### src/rtl/uart_cmd_frame_parser_if.sv
// Handshake bundle between the UART byte stream / flash manager and the
// command frame parser. The parser sits on the slave side; whatever feeds it
// bytes and completion pulses uses the master side.
interface uart_cmd_frame_parser_if;
    logic [7:0] rx_byte;
    logic       rx_valid;
    logic       op_done;
    logic       cmd_rx;
    logic [7:0] addr_rx;
    logic [7:0] data_rx;
    logic       fl_trg;
    logic       busy;
    logic       err;
    logic [1:0] err_code;

    modport master (
        output rx_byte, rx_valid, op_done,
        input  cmd_rx, addr_rx, data_rx, fl_trg, busy, err, err_code
    );

    modport slave (
        input  rx_byte, rx_valid, op_done,
        output cmd_rx, addr_rx, data_rx, fl_trg, busy, err, err_code
    );
endinterface

### src/rtl/uart_cmd_frame_parser.sv
// uart_cmd_frame_parser
// Collects CMD, ADDR, [DATA], [CHK] bytes from the UART receiver into a flash
// request, fires a one-cycle fl_trg and holds the request until the flash
// manager pulses op_done. Flags bad command bytes, inter-byte timeouts and
// overruns on a one-cycle err strobe with a sticky err_code.
//
// Build option: define CHECKSUM_EN to require a trailing XOR checksum byte
// (GET_CHK state, err_code 2'b11 on mismatch). Without it the last payload
// byte goes straight to ISSUE.
//
// state     | meaning
// ----------+---------------------------------------------------------
// IDLE      | waiting for a command byte, busy=0
// GET_ADDR  | command accepted, waiting for the address byte
// GET_DATA  | write only, waiting for the data byte
// GET_CHK   | CHECKSUM_EN only, waiting for the XOR checksum byte
// ISSUE     | single cycle, fl_trg high with the new request on the outputs
// WAIT_DONE | request held until op_done
//
// err_code: 00 overrun, 01 bad command, 10 inter-byte timeout, 11 checksum.
module uart_cmd_frame_parser #(
    parameter int unsigned TIMEOUT_CYCLES = 500000,
    parameter logic [7:0]  CMD_READ       = 8'h52,
    parameter logic [7:0]  CMD_WRITE      = 8'h57
) (
    input logic                    CLK_50MHZ,
    input logic                    RST,
    uart_cmd_frame_parser_if.slave bus
);

    localparam int unsigned   CW       = (TIMEOUT_CYCLES > 2) ? $clog2(TIMEOUT_CYCLES) : 1;
    localparam logic [CW-1:0] TMO_LAST = CW'(TIMEOUT_CYCLES - 1);

    localparam logic [1:0] ERR_OVR = 2'b00;
    localparam logic [1:0] ERR_CMD = 2'b01;
    localparam logic [1:0] ERR_TMO = 2'b10;
`ifdef CHECKSUM_EN
    localparam logic [1:0] ERR_CHK = 2'b11;
`endif

`ifdef CHECKSUM_EN
    typedef enum logic [2:0] {
        S_IDLE      = 3'd0,
        S_GET_ADDR  = 3'd1,
        S_GET_DATA  = 3'd2,
        S_ISSUE     = 3'd3,
        S_WAIT_DONE = 3'd4,
        S_GET_CHK   = 3'd5
    } state_t;
`else
    typedef enum logic [2:0] {
        S_IDLE      = 3'd0,
        S_GET_ADDR  = 3'd1,
        S_GET_DATA  = 3'd2,
        S_ISSUE     = 3'd3,
        S_WAIT_DONE = 3'd4
    } state_t;
`endif

    state_t         state_q;
    logic           is_wr_q;
    logic [7:0]     addr_sh_q;
    logic [CW-1:0]  cnt_q;
    logic [CW-1:0]  cnt_d;
    logic           cmd_rx_q;
    logic [7:0]     addr_rx_q;
    logic [7:0]     data_rx_q;
    logic           fl_trg_q;
    logic           busy_q;
    logic           err_q;
    logic [1:0]     err_code_q;
`ifdef CHECKSUM_EN
    logic [7:0]     data_sh_q;
    logic [7:0]     acc_q;
    logic [7:0]     acc_d;
    logic           chk_ok;
`endif

    logic byte_is_wr;
    logic byte_is_cmd;
    logic tmo_hit;

    // Command decode, timeout terminal count and running checksum.
    always_comb begin
        byte_is_wr  = (bus.rx_byte == CMD_WRITE);
        byte_is_cmd = byte_is_wr || (bus.rx_byte == CMD_READ);
        tmo_hit     = (cnt_q == TMO_LAST);
        cnt_d       = cnt_q + CW'(1);
`ifdef CHECKSUM_EN
        acc_d       = acc_q ^ bus.rx_byte;
        chk_ok      = (bus.rx_byte == acc_q);
`endif
    end

    // Frame FSM with registered request, busy and error outputs.
    always_ff @(posedge CLK_50MHZ) begin
        if (!RST) begin
            state_q    <= S_IDLE;
            is_wr_q    <= 1'b0;
            addr_sh_q  <= 8'h00;
            cnt_q      <= '0;
            cmd_rx_q   <= 1'b0;
            addr_rx_q  <= 8'h00;
            data_rx_q  <= 8'h00;
            fl_trg_q   <= 1'b0;
            busy_q     <= 1'b0;
            err_q      <= 1'b0;
            err_code_q <= 2'b00;
`ifdef CHECKSUM_EN
            data_sh_q  <= 8'h00;
            acc_q      <= 8'h00;
`endif
        end else begin
            fl_trg_q <= 1'b0;
            err_q    <= 1'b0;
            case (state_q)
                S_IDLE: begin
                    if (bus.rx_valid) begin
                        if (byte_is_cmd) begin
                            is_wr_q <= byte_is_wr;
                            cnt_q   <= '0;
                            busy_q  <= 1'b1;
                            state_q <= S_GET_ADDR;
`ifdef CHECKSUM_EN
                            acc_q   <= bus.rx_byte;
`endif
                        end else begin
                            err_q      <= 1'b1;
                            err_code_q <= ERR_CMD;
                        end
                    end
                end

                S_GET_ADDR: begin
                    if (bus.rx_valid) begin
                        addr_sh_q <= bus.rx_byte;
                        cnt_q     <= '0;
`ifdef CHECKSUM_EN
                        acc_q     <= acc_d;
`endif
                        if (is_wr_q) begin
                            state_q <= S_GET_DATA;
                        end else begin
`ifdef CHECKSUM_EN
                            state_q <= S_GET_CHK;
`else
                            // Read frame ends here; data_rx keeps its old value.
                            cmd_rx_q  <= 1'b0;
                            addr_rx_q <= bus.rx_byte;
                            fl_trg_q  <= 1'b1;
                            state_q   <= S_ISSUE;
`endif
                        end
                    end else if (tmo_hit) begin
                        err_q      <= 1'b1;
                        err_code_q <= ERR_TMO;
                        busy_q     <= 1'b0;
                        state_q    <= S_IDLE;
                    end else begin
                        cnt_q <= cnt_d;
                    end
                end

                S_GET_DATA: begin
                    if (bus.rx_valid) begin
                        cnt_q <= '0;
`ifdef CHECKSUM_EN
                        data_sh_q <= bus.rx_byte;
                        acc_q     <= acc_d;
                        state_q   <= S_GET_CHK;
`else
                        cmd_rx_q  <= 1'b1;
                        addr_rx_q <= addr_sh_q;
                        data_rx_q <= bus.rx_byte;
                        fl_trg_q  <= 1'b1;
                        state_q   <= S_ISSUE;
`endif
                    end else if (tmo_hit) begin
                        err_q      <= 1'b1;
                        err_code_q <= ERR_TMO;
                        busy_q     <= 1'b0;
                        state_q    <= S_IDLE;
                    end else begin
                        cnt_q <= cnt_d;
                    end
                end

`ifdef CHECKSUM_EN
                S_GET_CHK: begin
                    if (bus.rx_valid) begin
                        cnt_q <= '0;
                        if (chk_ok) begin
                            cmd_rx_q  <= is_wr_q;
                            addr_rx_q <= addr_sh_q;
                            if (is_wr_q) begin
                                data_rx_q <= data_sh_q;
                            end
                            fl_trg_q  <= 1'b1;
                            state_q   <= S_ISSUE;
                        end else begin
                            err_q      <= 1'b1;
                            err_code_q <= ERR_CHK;
                            busy_q     <= 1'b0;
                            state_q    <= S_IDLE;
                        end
                    end else if (tmo_hit) begin
                        err_q      <= 1'b1;
                        err_code_q <= ERR_TMO;
                        busy_q     <= 1'b0;
                        state_q    <= S_IDLE;
                    end else begin
                        cnt_q <= cnt_d;
                    end
                end
`endif

                S_ISSUE: begin
                    // op_done is not meaningful yet; a byte here is dropped.
                    if (bus.rx_valid) begin
                        err_q      <= 1'b1;
                        err_code_q <= ERR_OVR;
                    end
                    state_q <= S_WAIT_DONE;
                end

                S_WAIT_DONE: begin
                    if (bus.rx_valid) begin
                        err_q      <= 1'b1;
                        err_code_q <= ERR_OVR;
                    end
                    if (bus.op_done) begin
                        busy_q  <= 1'b0;
                        state_q <= S_IDLE;
                    end
                end

                default: begin
                    busy_q  <= 1'b0;
                    state_q <= S_IDLE;
                end
            endcase
        end
    end

    assign bus.cmd_rx   = cmd_rx_q;
    assign bus.addr_rx  = addr_rx_q;
    assign bus.data_rx  = data_rx_q;
    assign bus.fl_trg   = fl_trg_q;
    assign bus.busy     = busy_q;
    assign bus.err      = err_q;
    assign bus.err_code = err_code_q;

endmodule

### src/flat_wrapper.sv
// flat-port wrapper written by rule: the top's interface ports become plain ports
module uart_cmd_frame_parser_flat 
#(
    parameter int unsigned TIMEOUT_CYCLES = 500000,
    parameter logic [7:0]  CMD_READ       = 8'h52,
    parameter logic [7:0]  CMD_WRITE      = 8'h57
)
  (CLK_50MHZ, RST, bus_rx_byte, bus_rx_valid, bus_op_done, bus_cmd_rx, bus_addr_rx, bus_data_rx, bus_fl_trg, bus_busy, bus_err, bus_err_code);
  uart_cmd_frame_parser_if bus_i ();
  input logic CLK_50MHZ;
  input logic RST;
  input wire logic [$bits(bus_i.rx_byte)-1:0] bus_rx_byte;
  input wire logic [$bits(bus_i.rx_valid)-1:0] bus_rx_valid;
  input wire logic [$bits(bus_i.op_done)-1:0] bus_op_done;
  output wire logic [$bits(bus_i.cmd_rx)-1:0] bus_cmd_rx;
  output wire logic [$bits(bus_i.addr_rx)-1:0] bus_addr_rx;
  output wire logic [$bits(bus_i.data_rx)-1:0] bus_data_rx;
  output wire logic [$bits(bus_i.fl_trg)-1:0] bus_fl_trg;
  output wire logic [$bits(bus_i.busy)-1:0] bus_busy;
  output wire logic [$bits(bus_i.err)-1:0] bus_err;
  output wire logic [$bits(bus_i.err_code)-1:0] bus_err_code;
  assign bus_i.rx_byte = bus_rx_byte;
  assign bus_i.rx_valid = bus_rx_valid;
  assign bus_i.op_done = bus_op_done;
  assign bus_cmd_rx = bus_i.cmd_rx;
  assign bus_addr_rx = bus_i.addr_rx;
  assign bus_data_rx = bus_i.data_rx;
  assign bus_fl_trg = bus_i.fl_trg;
  assign bus_busy = bus_i.busy;
  assign bus_err = bus_i.err;
  assign bus_err_code = bus_i.err_code;
  uart_cmd_frame_parser #(.TIMEOUT_CYCLES(TIMEOUT_CYCLES), .CMD_READ(CMD_READ), .CMD_WRITE(CMD_WRITE)) u_core (.CLK_50MHZ(CLK_50MHZ), .RST(RST), .bus(bus_i));
endmodule
### config.mk
export PLATFORM = sky130hd
export DESIGN_NAME = uart_cmd_frame_parser_flat
export DESIGN_NICKNAME = d
export VERILOG_FILES = /design/src/rtl/uart_cmd_frame_parser_if.sv /design/src/rtl/uart_cmd_frame_parser.sv /design/src/flat_wrapper.sv
export SDC_FILE = /design/constraint.sdc
export NUM_CORES = 1
export LEC_CHECK = 0
export CORE_ASPECT_RATIO = 0.8
export CORE_MARGIN = 2
export CORE_UTILIZATION = 45
export DETAILED_ROUTE_END_ITERATION = 10
export PLACE_DENSITY = 0.7
export RECOVER_POWER = 50
export SLEW_MARGIN = 10
export SYNTH_ARGS = -nofsm -noshare
export SYNTH_HDL_FRONTEND = slang
export SYNTH_SLANG_ARGS = --single-unit
### constraint.sdc
create_clock -name CLK_50MHZ -period 3.06 [get_ports CLK_50MHZ]
set_input_delay 0.612 -clock CLK_50MHZ [delete_from_list [all_inputs] [get_ports CLK_50MHZ]]
set_output_delay 0.612 -clock CLK_50MHZ [all_outputs]
set_load 0.01 [all_outputs]
Word level (Yosys, flattened, before mapping) --
Cells that the tools add are included.
Storage, ports and cells: memories kept 0, word-level logic and storage cells 88, register bits after elaboration 53, RAM bits 0, latch bits 0, output and inout port bits 22, memory bits (read-only) 0
Cells by class: magnitude comparators 0, divide/modulo/power cells 0, mux-type cells 42, bitwise gates (word level) 1, reductions and logical operators 15, multiply operators 0, eq/ne operators 18, add/subtract/negate cells 1, shift operators 0
Operators by type and width (count):
- $mux 19 | 4
- $pmux 19 s2 | 1
- $mux 8 | 3
- $add 19x1->19 const B | 1
- $eq 19x19->1 const B | 1
- $mux 3 | 6
- $eq 8x7->1 const B | 2
- $mux 1 | 16
- $pmux 8 s2 | 1
- $pmux 3 s5 | 1
- $ne 2x2->1 const B | 7
- $reduce_and 6->1 | 2
- $mux 2 | 5
- $reduce_and 4->1 | 2
- $eq 3x2->1 const B | 2
- $ne 2x1->1 const B | 3
- $pmux 2 s3 | 1
- $reduce_and 3->1 | 2
- $pmux 1 s2 | 2
- $pmux 1 s4 | 1
- $reduce_and 2->1 | 2
- $reduce_bool 2->1 | 2
- $reduce_or 2->1 | 2
- $eq 3x1->1 const B | 1
- 7 further kinds | 7

Logic depth before layout (Yosys ltp) --
Gate-level depths: netlist (run 1).
depth in word-level cells 5, depth in mapped cells 8, depth with buffers taken out 7

Worst setup path after synthesis (run 1) --
No wires, ideal clock.
kind input to register, start point in bus_rx_valid, end point reg u_core.cnt_q[16], required time 2.986 ns, arrival time 1.817 ns, setup time 0.074 ns, slack 1.169 ns, stages on the path 8, path buffers 2, path through buf_2 -> nor3_1 -> nand4b_1 -> o21ai_2 -> o21a_2 -> buf_6 -> nand2_1 -> a31oi_1
Between the ends: word-level cells in the longest chain between the ends 2, elaborated cells between the ends (all ways) 5
RTL lines:
- start: declaration | line flat_wrapper.sv:13 | input wire logic [$bits(bus_i.rx_valid)-1:0] bus_rx_valid;
- $ne 3x3->1 (no line) (tied with other cells)
- $reduce_and 4->1 (no line) / $pmux 19 s2 (equally long branches)
- end signal: assignment | line uart_cmd_frame_parser.sv:160 | cnt_q <= cnt_d;
- end signal: assignment | line uart_cmd_frame_parser.sv:184 | cnt_q <= cnt_d;
- end: declaration | line uart_cmd_frame_parser.sv:63 | logic [CW-1:0] cnt_q;
Several ways; a longest one is shown, not always the timed one. A chain may end at the register's enable or synchronous reset.

Worst setup path in the final report (run 1) --
start point in bus_rx_valid, end point reg u_core.cnt_q[14]
Same word-level chain as after synthesis.

==> results of run 1 <==
[where the power goes]
group / switching (mW) / total, mW / internal [mW]
registers: 0.00190 / 0.694 / 0.692
logic: 0.0336 / 0.0570 / 0.0234
clock network: 0.236 / 0.394 / 0.159
total: 0.271 / 1.14 / 0.874
[cells in the mapped netlist, drive strengths merged]
master | n | area (sq um)
dlygate4sd1 | 1 | 8.76
nand4 | 2 | 12.5
nand4b | 2 | 17.5
nor3 | 11 | 70.1
o21a | 1 | 8.76
nand3b | 2 | 15.0
a21o | 3 | 22.5
or4b | 1 | 10.0
a211oi | 2 | 27.5
nor2b | 2 | 12.5
or4 | 2 | 15.0
nor2 | 39 | 146
clkbuf | 9 | 33.8
a21oi | 28 | 144
nand3 | 17 | 100
dfxtp | 53 | 1060
nor4b | 2 | 17.5
nor4 | 3 | 48.8
a31oi | 9 | 56.3
buf | 6 | 36.3
a221oi | 1 | 8.76
o211ai | 3 | 22.5
and4bb | 1 | 12.5
nand2 | 45 | 171
a311oi | 10 | 87.6
inv | 3 | 11.3
nand2b | 3 | 26.3
and2 | 1 | 6.26
o21ai | 29 | 153
o31ai | 2 | 15.0
ha | 1 | 12.5
or3 | 1 | 6.26
mux2i | 8 | 80.1
xnor2 | 1 | 8.76
a32oi | 1 | 8.76
o41ai | 1 | 8.76
and3 | 7 | 46.3
or2 | 1 | 6.26
[state kept, by name, summed over array words and instances (netlist names)]
register,flops
u_core.bus.err_code,2
u_core.state_q,3
u_core.bus.fl_trg,1
u_core.bus.cmd_rx,1
u_core.bus.data_rx,8
u_core.cnt_q,19
u_core.is_wr_q,1
u_core.addr_sh_q,8
u_core.bus.err,1
u_core.bus.addr_rx,8
u_core.bus.busy,1
[routing by layer]
metal / GRT usage [%] / wire (um) / vias up
met5: 0 / 0 / -
met4: 5.05 / 63 / 0
met3: 3.57 / 345 / 8
met2: 30.2 / 2660 / 59
met1: 32.2 / 3130 / 1118
li1: - / - / 1201
[cells by family after synthesis]
family          after synthesis  share of synthesized area, %
simple gates                142                          29.0
compound gates               90                          22.0
flops                        53                          41.5
buf+inv                      19                          3.52
mux                           8                          3.13
xor+xnor                      1                         0.343
fa+ha+maj                     1                         0.489
[cell type report]
class                      instances  area, sq um
fill                             540         2430
multi-input combinational        242         1410
sequential                        53         1060
timing repair buffer              40          375
tap                               78         97.6
clock buffer                       5         68.8
clock inverter                     3         17.5
inverter                           3         11.3
[critical path, stage by stage]
cell and delay [ps]:
sky130_fd_sc_hd__dlygate4sd3_1 670, sky130_fd_sc_hd__nor3_1 180, sky130_fd_sc_hd__nand4b_1 210, sky130_fd_sc_hd__o21ai_2 290
sky130_fd_sc_hd__o21a_2 380, sky130_fd_sc_hd__o21ai_0 150, sky130_fd_sc_hd__a21oi_1 140
[worst paths after layout]
check | end | depth (start not counted) | slack (ps) | from
worst min register to register | u_core.bus.data_rx[1]$_SDFFE_PN0P_ | 2 | 450 | u_core.bus.data_rx[1]$_SDFFE_PN0P_
worst max-delay path | u_core.cnt_q[14]$_SDFFE_PN0P_ | 7 | 660 | bus_rx_valid
worst min-delay path | u_core.bus.data_rx[1]$_SDFFE_PN0P_ | 2 | 450 | u_core.bus.data_rx[1]$_SDFFE_PN0P_
worst max register to register | u_core.cnt_q[13]$_SDFFE_PN0P_ | 5 | 840 | u_core.state_q[0]$_SDFFE_PN0P_
==> results.txt, run 1 <==
----------------------------------------------------
[Synthesis]
  Total number of yosys warnings ... 0
  Net count after synthesis ... 327
  Post-synthesis cell type count ... 50
  Post-synthesis area per instance ... 8.14 sq um
  Number of storage elements in the synthesis netlist ... 53
  Cell count after synthesis ... 314
  Share of synthesized area occupied by flip-flops and latches ... 41.5%
  Area of the mapped netlist ... 2560 sq um

[STA]
  Max-Slew Margin vs Limit ... 47.2%
  Post-layout worst setup margin ... 657 ps
  Setup Viol. Count Final ... 0
  Final period utilization ... 78.5%
  FMAX ... 416 MHz
  WHS ... 454 ps
  Pins Over Slew Limit ... 0
  Final Skew ... 6.32 ps
  Total count of hold-check failures in the final report ... 0
  Accumulated negative setup slack ... 0 ps
  Min Clock Period, post-route ... between 2000 and 2500 ps
  Transition at the pin with the smallest max-transition slack ... 791 ps
  RSZ-0062 raised after global routing ... no

[Clocking]
  Maximum buffer depth of the clock tree ... 2
  Deepest level of the CTS H-tree ... 2
  Number of CTS-inserted buffers ... 5
  Post-CTS setup buffers ... 0
  Hold-fix buffers at CTS ... 0
  Worst-Skew Late Latency ... 310 ps
  CTS tree ... built
  Post-cts resize count ... 0
  # clock sinks ... between 50 and 60
  Clock slew at the register clock pins of the worst setup and hold paths ... 100 ps
  Clock Root Buffer ... sky130_fd_sc_hd__clkbuf_8

[Floorplanning]
  Core footprint ... 5470 sq um
  Floorplan die height ... 71.4 um
  Initial cell density of the core ... approximately 47%
  Total number of placement rows ... 24
  Full die area ... 6300 sq um
  Die width ... 88.3 um
  Number of top-level pins ... 34

[Setup path]
  Setup crit start kind ... input port
  Critical path arrival ... 2640 ps
  Setup CP Type ... input port to flop
  Crit Path Max Fanout ... 15
  Kind of end point of the critical path ... flop
  Data required time of the worst path ... 3300 ps

[Power]
  Pwr/cell area ... 377 nW/um^2
  Worst IR Drop VDD ... 0.000215 V
  Power, Total ... around 1.1 mW
  Leakage component of the power ... 1.06 nW

[Cells and area]
  Synthesis-to-layout area growth ... 18.8%
  Diode count ... 0
  Most frequent standard cell in the layout excluding fill and tap cells ... sky130_fd_sc_hd__dfxtp_1
  Layout cells sized above 1 ... 9.54%
  Final nets ... 358
  Core Util, Final ... 55.6%
  Leading cell types in the layout, fill and taps excluded ... sky130_fd_sc_hd__dfxtp_1, sky130_fd_sc_hd__nand2_1, sky130_fd_sc_hd__nor2_1
  Total non-filler cell area in the finished layout ... 3040 sq um
  Final instance count without filler cells ... between 400 and 500

[Placed design]
  Quantity of I/O buffers inserted on ports ... 33
  Last weighted congestion value of the routability-driven placer ... ~0.80
  Cell area after placement ... roughly 3000 sq um
  Placed Cells incl. Taps ... 416
  Post-placement setup slack ... ~420 ps
  DP Wirelength ... ~4300 um

[GRT]
  Wire length of the first global-routing pass ... 10600 um
  Pin count of the biggest net entering global routing ... 46
  Number of antenna violations at the first check in global routing ... 0
  Number of global-route vias before repair ... 2182
  Total GRT Usage ... 20.9%
  Sum of overflow across all layers after global routing ... 0

[Detailed routing]
  Count of antenna-violating nets left after detailed routing ... 0
  Initial DRT Pass Iterations ... 4
  DRC violations left ... 0
  Starting DRC count in detailed routing ... around 130
  Number of vias per cell after detailed routing ... roughly 5.6
  WL/cell ... 14.6 um
  Routed vias ... 2386
  Total Routed Length ... 6190 um

[Flow run]
  MaxCap Viol Count ... 0

[Run status]
  Outcome ... completed

[Worst hold path]
  Worst Hold Class ... flop to flop

----------------------------------------------------
No activity file was read; power rests on OpenSTA's default activity.
==> run 2: changes to the inputs <==
- clock period: 3.06 -> 2.35 ns (I/O delays scaled with it)
==> results.txt, run 2 (synthesis results as in run 1) <==
----------------------------------------------------
[Setup path]
  Largest incremental delay on the critical path ... 620 ps (was 670 ps)
  Kind of end point of the critical path ... flop (unchanged)
  Critical path arrival ... 2320 ps (was 2640 ps)
  Setup crit start kind ... input port (unchanged)
  Setup CP Type ... input port to flop (unchanged)
  Worst reg2reg path endpoint ... u_core.cnt_q[16]$_SDFFE_PN0P_ (was u_core.cnt_q[13]$_SDFFE_PN0P_)
  Cells along the critical path ... clkdlybuf4s50_1 -> inv_1 -> clkbuf_1 -> nor3_2 -> clkbuf_1 -> mux2i_1 -> nor2_1 (was dlygate4sd3_1 -> nor3_1 -> nand4b_1 -> o21ai_2 -> o21a_2 -> o21ai_0 -> a21oi_1)
  Dominant cell type by count on the critical path ... sky130_fd_sc_hd__clkbuf_1
  Crit Path Max Fanout ... 8 (was 15)
  Cell at the slowest stage of the critical path ... sky130_fd_sc_hd__clkdlybuf4s50_1 (was sky130_fd_sc_hd__dlygate4sd3_1)
  R2R setup slack ... 310 ps (was 840 ps)
  Crit Reg-Reg Startpoint ... u_core.state_q[1]$_SDFFE_PN0P_ (was u_core.state_q[0]$_SDFFE_PN0P_)
  Worst R2R Path Depth ... 6 (was 5)
  Data required time of the worst path ... 2560 ps (was 3300 ps)

[Power]
  Cell internal pwr ... 1.25 mW (was 874 uW)
  Sw Share ... 22.1% (was 23.7%)
  Worst IR Drop VDD ... 0.000222 V (was 0.000215 V)
  Leakage component of the power ... 1.15 nW (was 1.06 nW)
  Comb pwr share ... 5.4% (was 5.0%)
  Pwr/cell area ... 505 nW/um^2 (was 377 nW/um^2)
  Net switching power ... 355 uW (was 271 uW)
  Clock power frac ... 38.4% (was 34.4%)
  Share of power burned in registers ... 56.2% (was 60.6%)

[Cells and area]
  Layout cells sized above 1 ... 12.9% (was 9.54%)
  Register ranked first by flip-flop count ... u_core.cnt_q (unchanged)
  Final nets ... 376 (was 358)
  Most frequent standard cell in the layout excluding fill and tap cells ... sky130_fd_sc_hd__dfxtp_1 (unchanged)
  Leading cell types in the layout, fill and taps excluded ... sky130_fd_sc_hd__dfxtp_1, sky130_fd_sc_hd__nand2_1, sky130_fd_sc_hd__nor2_1 (unchanged)
  Synthesis-to-layout area growth ... 24.5% (was 18.8%)
  Diode count ... 0 (unchanged)
  Number of flip-flops in the largest register ... 19 (unchanged)
  Final instance count without filler cells ... 441 (was 424)

[Worst hold path]
  Endpoint with the worst hold slack ... u_core.bus.data_rx[1]$_SDFFE_PN0P_ (unchanged)
  Beginning of the worst hold path ... u_core.bus.data_rx[1]$_SDFFE_PN0P_ (unchanged)
  Worst Hold Class ... flop to flop (unchanged)
  Cells on Worst Hold Path ... 2 (unchanged)

[GRT]
  Number of global-route vias before repair ... 2189 (was 2182)
  Wire length of the first global-routing pass ... 10500 um (was 10600 um)
  Total GRT Usage ... 20.9% (about the same)
  Number of antenna violations at the first check in global routing ... 0 (unchanged)
  Sum of overflow across all layers after global routing ... 0 (unchanged)
  Pin count of the biggest net entering global routing ... 21 (was 46)

[Floorplanning]
  Floorplan die height ... 71.4 um (unchanged)
  Total number of placement rows ... 24 (unchanged)
  Full die area ... 6300 sq um (unchanged)
  Number of top-level pins ... 34 (unchanged)
  Initial cell density of the core ... 46.8% (unchanged)
  Core footprint ... 5470 sq um (unchanged)
  Die width ... 88.3 um (unchanged)

[STA]
  Min Clock Period, post-route ... 2120 ps
  Total count of hold-check failures in the final report ... 0 (unchanged)
  Accumulated negative setup slack ... 0 ps (unchanged)
  Transition at the pin with the smallest max-transition slack ... 625 ps (was 791 ps)
  Final Skew ... 5.95 ps (was 6.32 ps)
  Pins Over Slew Limit ... 0 (unchanged)
  Max-Slew Margin vs Limit ... 58.3% (was 47.2%)
  FMAX ... 473 MHz
  RSZ-0062 raised after global routing ... no (unchanged)
  Setup Viol. Count Final ... 0 (unchanged)
  Final period utilization ... between 90% and 100%

[Flow run]
  MaxCap Viol Count ... 0 (unchanged)

[Clocking]
  Maximum buffer depth of the clock tree ... 2 (unchanged)
  Number of CTS-inserted buffers ... 5 (unchanged)
  Post-cts resize count ... 0 (unchanged)
  Clock Root Buffer ... sky130_fd_sc_hd__clkbuf_8 (unchanged)
  Worst-Skew Late Latency ... 310 ps (about the same)
  # clock sinks ... 53 (unchanged)
  Deepest level of the CTS H-tree ... 2 (unchanged)
  Clock slew at the register clock pins of the worst setup and hold paths ... 90 ps (was 100 ps)
  Post-CTS setup buffers ... 0 (unchanged)
  Hold-fix buffers at CTS ... 0 (unchanged)
  CTS tree ... built (unchanged)

[Placed design]
  Quantity of I/O buffers inserted on ports ... 33 (unchanged)
  DP Wirelength ... 4480 um (was 4290 um)
  Placed Cells incl. Taps ... 434 (was 416)
  Last weighted congestion value of the routability-driven placer ... 0.826 (was 0.803)

[Run status]
  Outcome ... completed (unchanged)

[Detailed routing]
  DRC violations left ... 0 (unchanged)
  Starting DRC count in detailed routing ... 144 (was 129)
  Routed vias ... 2476 (was 2386)
  Number of vias per cell after detailed routing ... 5.61 (was 5.63)
  Total Routed Length ... 6180 um (was 6190 um)
  Initial DRT Pass Iterations ... 4 (unchanged)
  WL/cell ... 14.0 um (was 14.6 um)
  Count of antenna-violating nets left after detailed routing ... 0 (unchanged)

----------------------------------------------------
==> run 2: per-layer routing <==
layer,vias up,global-route usage (%),routed length [um]
li1,1242,-,-
met1,1165,31.9,3120
met2,60,30.1,2670
met3,9,3.57,327
met4,0,5.89,58
met5,-,0,0
==> run 2: cell type report <==
type                       count  area [sq um]
fill                         533          2280
multi-input combinational    242          1410
sequential                    53          1060
timing repair buffer          58           503
tap                           78          97.6
clock buffer                   5          68.8
clock inverter                 2          35.0
inverter                       3          11.3
==> run 2: critical path, delay by kind of cell <==
kind,cells,cell delay [ps]
buf+inv,4,1390
mux,1,250
simple gates,2,200
==> run 2: stage by stage <==
stage	area, sq um	worst slack, ps	power, mW	util, %	hold slack [ps]
floorplan	2560	565	0.960	-	443
global placement	3090	106	1.01	56.6	445
detailed placement	3090	21.1	1.01	56.6	448
CTS	3200	311	1.62	58.5	462
global route	3180	76.3	1.66	58.2	476
finish	3180	235	1.61	58.2	454
==> run 2: how the worst max path moves through the flow <==
stage	end	slack, ps	start
finish	u_core.addr_sh_q[5]$_SDFFE_PN0P_	230	bus_rx_valid
global route	u_core.addr_sh_q[5]$_SDFFE_PN0P_	80	bus_rx_valid
CTS	u_core.cnt_q[16]$_SDFFE_PN0P_	310	u_core.state_q[1]$_SDFFE_PN0P_
detailed placement	u_core.cnt_q[14]$_SDFFE_PN0P_	20	bus_rx_valid
global placement	u_core.bus.err_code[1]$_SDFFE_PN0P_	110	bus_rx_valid
floorplan	u_core.cnt_q[16]$_SDFFE_PN0P_	570	u_core.cnt_q[0]$_SDFFE_PN0P_
==> run 2: power by group through the flow <==
stage / clock [mW] / sequential [mW] / combinational [mW]
finish: 0.617 / 0.903 / 0.0874
global placement: 0 / 0.924 / 0.0891
floorplan: 0 / 0.924 / 0.0355
CTS: 0.627 / 0.903 / 0.0895
global route: 0.659 / 0.903 / 0.0964
detailed placement: 0 / 0.924 / 0.0894
==> run 3: changes to the inputs <==
- RECOVER_POWER: 50 -> 25
- SKIP_CTS_REPAIR_TIMING: default -> 1
==> results.txt, run 3 (synthesis results as in run 1) <==
----------------------------------------------------
[Clocking]
  Number of CTS-inserted buffers ... 5 (unchanged)
  Deepest level of the CTS H-tree ... 2 (unchanged)
  # clock sinks ... 53 (unchanged)
  Worst-Skew Late Latency ... 310 ps (about the same)
  Maximum buffer depth of the clock tree ... 2 (unchanged)
  Clock Root Buffer ... sky130_fd_sc_hd__clkbuf_8 (unchanged)
  Clock slew at the register clock pins of the worst setup and hold paths ... 100 ps (was 90 ps)
  CTS tree ... built (unchanged)

[Detailed routing]
  Count of antenna-violating nets left after detailed routing ... 0 (unchanged)
  Routed vias ... 2457 (was 2476)
  Starting DRC count in detailed routing ... 137 (was 144)
  DRC violations left ... 0 (unchanged)
  Total Routed Length ... 6250 um (was 6180 um)
  WL/cell ... 14.2 um (was 14.0 um)
  Initial DRT Pass Iterations ... 4 (unchanged)
  Number of vias per cell after detailed routing ... 5.57 (was 5.61)

[Placed design]
  Cell area after placement ... 3090 sq um (unchanged)
  DP Wirelength ... 4480 um (unchanged)
  Last weighted congestion value of the routability-driven placer ... 0.826 (unchanged)
  Quantity of I/O buffers inserted on ports ... 33 (unchanged)

[Floorplanning]
  Core footprint ... 5470 sq um (unchanged)
  Die width ... 88.3 um (unchanged)
  Floorplan die height ... 71.4 um (unchanged)
  Full die area ... 6300 sq um (unchanged)
  Number of top-level pins ... 34 (unchanged)
  Total number of placement rows ... 24 (unchanged)
  Initial cell density of the core ... 46.8% (unchanged)

[GRT]
  Met1 usage in global routing ... 31.9% (unchanged)
  Pin count of the biggest net entering global routing ... 21 (unchanged)
  Layer with the highest usage after global routing ... met1 (unchanged)
  Global-route met3 utilization ... 3.57% (unchanged)
  Number of global-route vias before repair ... 2189 (unchanged)
  Number of antenna violations at the first check in global routing ... 0 (unchanged)
  Sum of overflow across all layers after global routing ... 0 (unchanged)
  Total GRT Usage ... 20.9% (unchanged)
  Met2 track demand over resource in global routing ... 30.1% (unchanged)
  Wire length of the first global-routing pass ... 10500 um (unchanged)

[Cells and area]
  Total non-filler cell area in the finished layout ... 3190 sq um (was 3180 sq um)
  Number of flip-flops in the largest register ... 19 (unchanged)
  Core Util, Final ... 58.4% (was 58.2%)
  Leading cell types in the layout, fill and taps excluded ... sky130_fd_sc_hd__dfxtp_1, sky130_fd_sc_hd__nand2_1, sky130_fd_sc_hd__nor2_1 (unchanged)
  Multi-input gate area ... 1410 sq um (unchanged)
  Fill count ... 529 (was 533)
  Synthesis-to-layout area growth ... 24.9% (was 24.5%)
  Most frequent standard cell in the layout excluding fill and tap cells ... sky130_fd_sc_hd__dfxtp_1 (unchanged)
  Layout cells sized above 1 ... 14.0% (was 12.9%)
  Final nets ... 376 (unchanged)
  Register ranked first by flip-flop count ... u_core.cnt_q (unchanged)
  Diode count ... 0 (unchanged)
  Storage cell area ... 1060 sq um (unchanged)

[Setup path]
  Largest incremental delay on the critical path ... 600 ps (was 620 ps)
  R2R setup slack ... 300 ps (was 310 ps)
  Worst reg2reg path endpoint ... u_core.cnt_q[16]$_SDFFE_PN0P_ (unchanged)
  Data required time of the worst path ... 2590 ps (was 2560 ps)
  Kind of end point of the critical path ... flop (unchanged)
  Crit Reg-Reg Startpoint ... u_core.state_q[1]$_SDFFE_PN0P_ (unchanged)
  Setup crit start kind ... flop (was input port)
  Cells along the critical path ... nand2b_4 -> a21oi_2 -> nand2_1 -> buf_4 -> or3_1 -> a31oi_1 (was clkdlybuf4s50_1 -> inv_1 -> clkbuf_1 -> nor3_2 -> clkbuf_1 -> mux2i_1 -> nor2_1)
  Cell at the slowest stage of the critical path ... sky130_fd_sc_hd__dfxtp_1 (was sky130_fd_sc_hd__clkdlybuf4s50_1)
  Crit Path Max Fanout ... 13 (was 8)
  Critical path arrival ... 2290 ps (was 2320 ps)
  Worst R2R Path Depth ... 6 (unchanged)
  Setup CP Type ... flop to flop (was input port to flop)

[Power]
  Worst IR Drop VDD ... 0.000221 V (was 0.000222 V)
  Cell internal pwr ... 1.25 mW (about the same)
  Share of power burned in registers ... 56.2% (about the same)
  Pwr/cell area ... 503 nW/um^2 (was 505 nW/um^2)
  Sw Share ... 22.0% (was 22.1%)
  Clock power frac ... 38.3% (was 38.4%)
  Net switching power ... 354 uW (was 355 uW)
  Comb pwr share ... 5.5% (was 5.4%)
  Leakage component of the power ... 1.14 nW (was 1.15 nW)

[Worst hold path]
  Beginning of the worst hold path ... u_core.bus.data_rx[1]$_SDFFE_PN0P_ (unchanged)
  Worst Hold Class ... flop to flop (unchanged)
  Cells on Worst Hold Path ... 2 (unchanged)
  Endpoint with the worst hold slack ... u_core.bus.data_rx[1]$_SDFFE_PN0P_ (unchanged)

[Flow run]
  MaxCap Viol Count ... 0 (unchanged)

[STA]
  Max-Slew Margin vs Limit ... 71.0% (was 58.3%)
  RSZ-0062 raised after global routing ... no (unchanged)
  Setup Viol. Count Final ... 0 (unchanged)
  Total count of hold-check failures in the final report ... 0 (unchanged)
  Accumulated negative setup slack ... 0 ps (unchanged)
  Min Clock Period, post-route ... 2050 ps (was 2120 ps)
  Final period utilization ... 87.4% (was 90.0%)
  Transition at the pin with the smallest max-transition slack ... 434 ps (was 625 ps)
  Final Skew ... 8.33 ps (was 5.95 ps)
  FMAX ... 487 MHz (was 473 MHz)
  Pins Over Slew Limit ... 0 (unchanged)

[Run status]
  Outcome ... completed (unchanged)

----------------------------------------------------
run 3: cell types whose count changed in the layout (fill, tap and decap cells not counted), sizes merged:
cell	previous run	this run
buf	21	24
clkdlybuf4s50	11	17
dlygate4sd3	22	16
clkbuf	9	6
run 3: final cells by class:
cell class / count / share of cell area (%)
clock buffers: 5 / 2.16
clock inverters: 2 / 1.10
repair buffers: 58 / 16.1
well taps: 78 / 3.06
flip-flops and latches: 53 / 33.2
inverters: 3 / 0.353
multi-input cells: 242 / 44.0
run 3: through the flow:
step,hold slack [ps],worst slack (ps),instances,total power [mW]
after detailed placement,448,21.1,434,1.01
final,454,295,441,1.61
after global placement,445,106,434,1.01
after global routing,476,140,441,1.66
after CTS,462,311,441,1.62
after floorplan,443,565,314,0.960
run 3: worst max-delay path by stage:
stage	slack, ps	startpoint	depth (start not counted)	to
after floorplan	570	u_core.cnt_q[0]$_SDFFE_PN0P_	7	u_core.cnt_q[16]$_SDFFE_PN0P_
after global placement	110	bus_rx_valid	7	u_core.bus.err_code[1]$_SDFFE_PN0P_
after detailed placement	20	bus_rx_valid	7	u_core.cnt_q[14]$_SDFFE_PN0P_
after CTS	310	u_core.state_q[1]$_SDFFE_PN0P_	6	u_core.cnt_q[16]$_SDFFE_PN0P_
after global routing	140	bus_rx_valid	7	u_core.cnt_q[6]$_SDFFE_PN0P_
final	300	u_core.state_q[1]$_SDFFE_PN0P_	6	u_core.cnt_q[16]$_SDFFE_PN0P_
run 3: critical path, delay by kind of cell (launching register included):
family,cells,cell delay (ps)
simple gates,3,750
buf+inv,1,230
compound gates,2,390
flops,1,600
run 3: layer usage:
metal / part of all wire, % / vias to the layer above / routed length (um)
met4: 0.83 / 0 / 52
met2: 43 / 65 / 2690
met5: 0 / - / 0
met3: 6.0 / 7 / 377
met1: 50 / 1147 / 3130
li1: - / 1238 / -
run 3: power groups by stage:
stage	Clock (mW)	Sequential (mW)	Combinational (mW)
after detailed placement	0	0.924	0.0894
after floorplan	0	0.924	0.0355
after global routing	0.659	0.903	0.0979
after CTS	0.627	0.903	0.0895
after global placement	0	0.924	0.0891
final	0.616	0.903	0.0888
